$ cat config.mk
export PLATFORM = sky130hd
export DESIGN_NAME = psram_burst_arbiter
export DESIGN_NICKNAME = d
export VERILOG_FILES = /design/src/rtl/psram_pkg.sv /design/src/rtl/psram_rr_pick.sv /design/src/rtl/psram_burst_arbiter.sv
export SDC_FILE = /design/constraint.sdc
export NUM_CORES = 1
export LEC_CHECK = 0
export ABC_AREA = 1
export CAP_MARGIN = 0
export CORE_MARGIN = 10
export CORE_UTILIZATION = 38
export CTS_BUF_LIST = sky130_fd_sc_hd__clkbuf_4 sky130_fd_sc_hd__clkbuf_8
export CTS_CLUSTER_SIZE = 20
export DETAILED_ROUTE_END_ITERATION = 12
export PLACE_DENSITY = 0.75
export SYNTH_ARGS = -nofsm -noshare
export SYNTH_HDL_FRONTEND = slang
export SYNTH_SLANG_ARGS = --single-unit
$ cat constraint.sdc
create_clock -name clk_i -period 2.3 [get_ports clk_i]
set_input_delay 0.575 -clock clk_i [delete_from_list [all_inputs] [get_ports clk_i]]
set_output_delay 0.575 -clock clk_i [all_outputs]
set_load 0.05 [all_outputs]
$ cat src/rtl/psram_pkg.sv
`default_nettype none
// ============================================================================
// Module   : psram_pkg
// Brief    : FSM state and grant encodings shared by the PSRAM burst arbiter.
// Revision : 1.0
// ============================================================================
package psram_pkg;

    typedef enum logic [2:0] {
        IDLE       = 3'd0,
        ISSUE      = 3'd1,
        WAIT_START = 3'd2,
        WAIT_DONE  = 3'd3,
        RESP       = 3'd4
    } state_t;

    localparam logic [1:0] GRANT_NONE = 2'b00;
    localparam logic [1:0] GRANT_M0   = 2'b01;
    localparam logic [1:0] GRANT_M1   = 2'b10;

endpackage
`default_nettype wire

$ cat src/rtl/psram_rr_pick.sv
`default_nettype none
// ============================================================================
// Module   : psram_rr_pick
// Brief    : Combinational two-way round-robin / fixed-priority winner select.
// Revision : 1.0
// ============================================================================
module psram_rr_pick
    import psram_pkg::*;
(
    input  logic [1:0] pending,
    input  logic       last_grant,
    input  logic       fixed_priority,
    output logic [1:0] winner
);

    // last_grant = 1 means m1 was served most recently, so m0 wins a tie.
    always_comb begin
        winner = GRANT_NONE;
        case (pending)
            2'b01:   winner = GRANT_M0;
            2'b10:   winner = GRANT_M1;
            2'b11:   winner = (fixed_priority || last_grant) ? GRANT_M0 : GRANT_M1;
            default: winner = GRANT_NONE;
        endcase
    end

endmodule
`default_nettype wire

$ cat src/rtl/psram_burst_arbiter.sv
`default_nettype none
// ============================================================================
// Module   : psram_burst_arbiter
// Brief    : Shares one PSRAM burst controller between two Wishbone requesters.
// Revision : 1.0
// ============================================================================
module psram_burst_arbiter
    import psram_pkg::*;
#(
    parameter int ADDRESS_WIDTH  = 16,
    parameter int START_TIMEOUT  = 15,
    parameter bit FIXED_PRIORITY = 1'b0
) (
    input  logic                     clk_i,
    input  logic                     rst_i,
    input  logic                     m0_cyc_i,
    input  logic                     m0_stb_i,
    input  logic                     m0_we_i,
    input  logic [ADDRESS_WIDTH-1:0] m0_adr_i,
    output logic                     m0_stall_o,
    output logic                     m0_ack_o,
    output logic                     m0_err_o,
    input  logic                     m1_cyc_i,
    input  logic                     m1_stb_i,
    input  logic                     m1_we_i,
    input  logic [ADDRESS_WIDTH-1:0] m1_adr_i,
    output logic                     m1_stall_o,
    output logic                     m1_ack_o,
    output logic                     m1_err_o,
    output logic                     ctl_cyc_o,
    output logic                     ctl_stb_o,
    output logic                     ctl_we_o,
    output logic [ADDRESS_WIDTH-1:0] ctl_adr_o,
    input  logic                     ctl_busy_i,
    output logic [1:0]               grant_o
);

    localparam int               C_CNT_W   = $clog2(START_TIMEOUT + 1);
    localparam logic [C_CNT_W-1:0] C_CNT_MAX = C_CNT_W'(START_TIMEOUT);
    localparam logic [C_CNT_W-1:0] C_CNT_END = C_CNT_W'(START_TIMEOUT - 1);

    state_t                   r_state;
    state_t                   w_state_nxt;
    logic [1:0]               r_grant;
    logic                     r_last_grant;
    logic [ADDRESS_WIDTH-1:0] r_adr;
    logic                     r_we;
    logic [C_CNT_W-1:0]       r_cnt;
    logic [1:0]               w_pending;
    logic [1:0]               w_winner;
    logic                     w_take;
    logic                     w_timeout;

    assign w_pending = {m1_cyc_i & m1_stb_i, m0_cyc_i & m0_stb_i};

    psram_rr_pick u_pick (
        .pending        (w_pending),
        .last_grant     (r_last_grant),
        .fixed_priority (FIXED_PRIORITY),
        .winner         (w_winner)
    );

    always_ff @(posedge clk_i or posedge rst_i) begin
        if (rst_i) begin
            r_state <= IDLE;
        end else begin
            r_state <= w_state_nxt;
        end
    end

    // r_cnt counts completed WAIT_START cycles; the last allowed one times out.
    always_comb begin
        w_state_nxt = r_state;
        w_take      = 1'b0;
        w_timeout   = 1'b0;
        case (r_state)
            IDLE: begin
                if (!ctl_busy_i && (w_winner != GRANT_NONE)) begin
                    w_take      = 1'b1;
                    w_state_nxt = ISSUE;
                end
            end
            ISSUE: begin
                w_state_nxt = WAIT_START;
            end
            WAIT_START: begin
                if (ctl_busy_i) begin
                    w_state_nxt = WAIT_DONE;
                end else if (r_cnt >= C_CNT_END) begin
                    w_timeout   = 1'b1;
                    w_state_nxt = IDLE;
                end
            end
            WAIT_DONE: begin
                if (!ctl_busy_i) begin
                    w_state_nxt = RESP;
                end
            end
            RESP: begin
                w_state_nxt = IDLE;
            end
            default: begin
                w_state_nxt = IDLE;
            end
        endcase
    end

    always_ff @(posedge clk_i or posedge rst_i) begin
        if (rst_i) begin
            r_grant      <= GRANT_NONE;
            r_last_grant <= 1'b1;
            r_adr        <= '0;
            r_we         <= 1'b0;
            r_cnt        <= '0;
        end else begin
            if (w_take) begin
                r_grant      <= w_winner;
                r_last_grant <= w_winner[1];
                r_adr        <= w_winner[1] ? m1_adr_i : m0_adr_i;
                r_we         <= w_winner[1] ? m1_we_i : m0_we_i;
            end else if (w_state_nxt == IDLE) begin
                r_grant <= GRANT_NONE;
            end

            if (r_state != WAIT_START) begin
                r_cnt <= '0;
            end else if (r_cnt != C_CNT_MAX) begin
                r_cnt <= r_cnt + 1'b1;
            end
        end
    end

    // r_grant is non-zero only outside IDLE, so it doubles as the ownership flag.
    always_comb begin
        ctl_cyc_o  = 1'b0;
        ctl_stb_o  = 1'b0;
        ctl_we_o   = r_we;
        ctl_adr_o  = r_adr;
        grant_o    = r_grant;
        m0_stall_o = ~r_grant[0];
        m1_stall_o = ~r_grant[1];
        m0_ack_o   = (r_state == RESP) & r_grant[0];
        m1_ack_o   = (r_state == RESP) & r_grant[1];
        m0_err_o   = w_timeout & r_grant[0];
        m1_err_o   = w_timeout & r_grant[1];
        case (r_state)
            ISSUE: begin
                ctl_cyc_o = 1'b1;
                ctl_stb_o = 1'b1;
            end
            WAIT_START, WAIT_DONE: begin
                ctl_cyc_o = 1'b1;
            end
            default: begin
                ctl_cyc_o = 1'b0;
            end
        endcase
    end

endmodule
`default_nettype wire

==> run_results.csv <==
group,metric,value,unit
logic_synthesis,yosysTopAreaCell,"dfrtp_1",
logic_synthesis,ys.flop_type,"dfrtp_1",
logic_synthesis,mappedNetlistArea,0.001425,mm2
cells_and_area,antenna_cells,0,
logic_synthesis,yosys.area_share.adder,0.01756,
setup_path,reg2reg_depth,5,
cts,numCtsBuffers,3,
logic_synthesis,synth-edff-count,0,
logic_synthesis,synth.avg_cell_area,7.234,um2
cells_and_area,finalInstanceArea,0.002190,mm2
timing,rsz0062_at_grt,"false",
cells_and_area,drive_above_1_share,0.08647,
cells_and_area,finish.utilization,0.6026,
run,cap_viol_max_count,0,
logic_synthesis,yosys-top-cells-area,"dfrtp_1 46%, nand2_1 31%, inv_1 3.4%",
status,status,"complete, no violations",
grt,grt_max_degree,28,
die,die_y,81.24,um
cts,clockBufferDepth,2,
logic_synthesis,synth_async_sr_flop_share,1.000,
routing,via_count,1386,
logic_synthesis,synth_top_family_by_area,"simple AND/OR/NAND/NOR gates",
cells_and_area,nets,310,
logic_synthesis,syn_inst,197,
place,placed_area,0.002138,mm2
cts,clk_pin_slew,0.09,ns
timing,post-route-period-util,0.9625,
logic_synthesis,synth-seq-cells,27,
cts,cts_tree,"done",
routing,wl_per_cell,12.42,um
timing,finalWorstSetupSlack,0.08627,ns
place,detailed_place_hpwl,3112,um
logic_synthesis,ys_seq_area_frac,0.4750,
die,die_w,81.24,um
logic_synthesis,synthSimpleGateAreaFrac,0.3960,
setup_path,required,1.73,ns
timing,slew_headroom,0.6407,
place,dp_cells,310,
power_and_ir_drop,finalPower,2.643,mW
setup_path,arrival,1.64,ns
timing,holdWs,0.4819,ns
power_and_ir_drop,power_leakage,1.120,nW
power_and_ir_drop,power_density,1207,mW/mm2
setup_path,path_cells,"clkdlybuf4s50_1, inv_1, nand3_1, nor2_2, buf_12",
routing,dr.pass1.iters,4,
timing,worst_slew_pin_slew,0.5372,ns
die,core-area,0.003633,mm2
logic_synthesis,synth_compound_area_frac,0.01756,
cells_and_area,final_cells,314,
routing,post_drt_via_cell_ratio,4.414,
min_path,min_path_type,"flip-flop to flip-flop",
place,numPortBuffers,67,
logic_synthesis,synth_top_cell_area_share,0.4565,
die,io-pin-count,68,
logic_synthesis,synthDistinctLibCells,24,
timing,finalHoldViolCount,0,
timing,drv_slew,0,
routing,ant_nets,0,
logic_synthesis,syn_nets,240,
cts,clk_latency,0.27,ns
routing,drcViolationCount,0,
timing,setup_viol,0,
timing,tns,0,ns
routing,drt_iter0_markers,38,
setup_path,startpoint_type,"input pin",
grt,first_global_vias,1330,
min_path,min_path_cells,2,
die,initial_utilization,0.3922,
grt,grtUsageTotal,0.1201,
setup_path,critPathKind,"input pin to output pin",
setup_path,path_max_fanout,4,
logic_synthesis,muxShareOfSynthArea,0,
die,row_count,22,
cts,cts-root-buf,"clkbuf_8",
logic_synthesis,synth_xor_area_frac,0.01844,
setup_path,critPathMaxStageDelay,0.47,ns
setup_path,slowest_stage,"clkdlybuf4s50_1",
power_and_ir_drop,ir_drop,0.5369,mV
logic_synthesis,synth.top_cells.by_count,"119 x nand2_1, 26 x dfrtp_1, 13 x inv_1, 7 x nor2_1, 5 x nand3_1",
die,fp.dieArea,0.006600,mm2
grt,globalRouteOverflowTotal,0,
logic_synthesis,yosysMostFrequentCell,"nand2_1",
timing,clock_skew,0.006173,ns
cts,h-tree-depth,1,
cells_and_area,area_growth,53.64,%
logic_synthesis,yosysWarnings,0,
grt,grt_antenna_before_repair,0,
place,dp_slack,0.05865,ns
setup_path,crit_path_end_kind,"output pin",
cts,cts_sinks,27,
timing,min_period,2.214,ns
timing,fmax,451.7,MHz
routing,drt_wl_total,3900,um
grt,grt_pass1_wl,6299,um
place,gp_congestion,0.8058,
[state kept, by name, summed over array words and instances, names as in the netlist]
register	cells
r_last_grant	1
r_cnt	4
ctl_adr_o	16
grant_o	2
ctl_we_o	1
r_state	3
[placed cells by master (no fill, tap or decap), types with 3 or more instances in the layout]
cell,count
a21oi_1,4
buf_4,7
clkbuf_8,3
clkdlybuf4s50_1,61
dfrtp_1,26
inv_1,13
nand2_1,119
nand3_1,5
nor2_1,5
nor2_2,3
[where the power goes]
part           leakage (nW)  internal [mW]  switching, mW
clock                0.0255          0.121          0.142
sequential            0.344          0.679          0.134
combinational         0.750          0.519           1.05
total                  1.12           1.32           1.32
[critical path, delay by kind of cell]
kind,cells,cell delay [ns]
buf+inv,3,0.75
simple gates,2,0.30
[per-layer routing]
metal,vias to the layer above,part of all wire,global-route usage
li1,734,-,-
met1,612,0.40,0.1316
met2,38,0.51,0.2118
met3,2,0.080,0.04415
met4,0,0.011,0.03633
met5,-,0,0
[logic make-up (layout without fill, tap and decap cells)]
group	count (synthesis)	count (layout)
and+or+nand+nor	140	140
AOI/OAI and AO/OA	5	5
adders and majority gates	2	2
xor gates and xnor gates	3	3
buffers and inverters	20	89
DFF	27	27
[final cells by class]
| type | instances | area [um2] |
|---|---|---|
| clock buffers | 3 | 41.29 |
| clock inverters | 1 | 5.005 |
| fillers | 354 | 1444 |
| inverters | 15 | 57.56 |
| multi-input cells | 150 | 645.6 |
| flip-flops and latches | 27 | 676.9 |
| well taps | 48 | 60.06 |
| repair buffers | 70 | 703.2 |
[worst paths after layout]
check | slack (ns) | end | startpoint
worst max-delay path | 0.09 | m1_err_o | ctl_busy_i
worst min register to register | 0.48 | r_last_grant | r_last_grant
min in group asynchronous | 0.66 | r_cnt[3] | rst_i
worst max register to register | 1.03 | grant_o[1] | r_state[0]
max in group asynchronous | 1.34 | r_last_grant | rst_i
worst min-delay path | 0.48 | r_last_grant | r_last_grant
[repair_timing]
action                                 in CTS  in global routing
hold buffers                                0                  0
endpoints found under the hold margin       0                  0
setup buffers                               0                  0
gates resized for setup                     0                  2
setup endpoints to repair                   0                  2
Note: power is estimated with default switching activity, not from simulation.
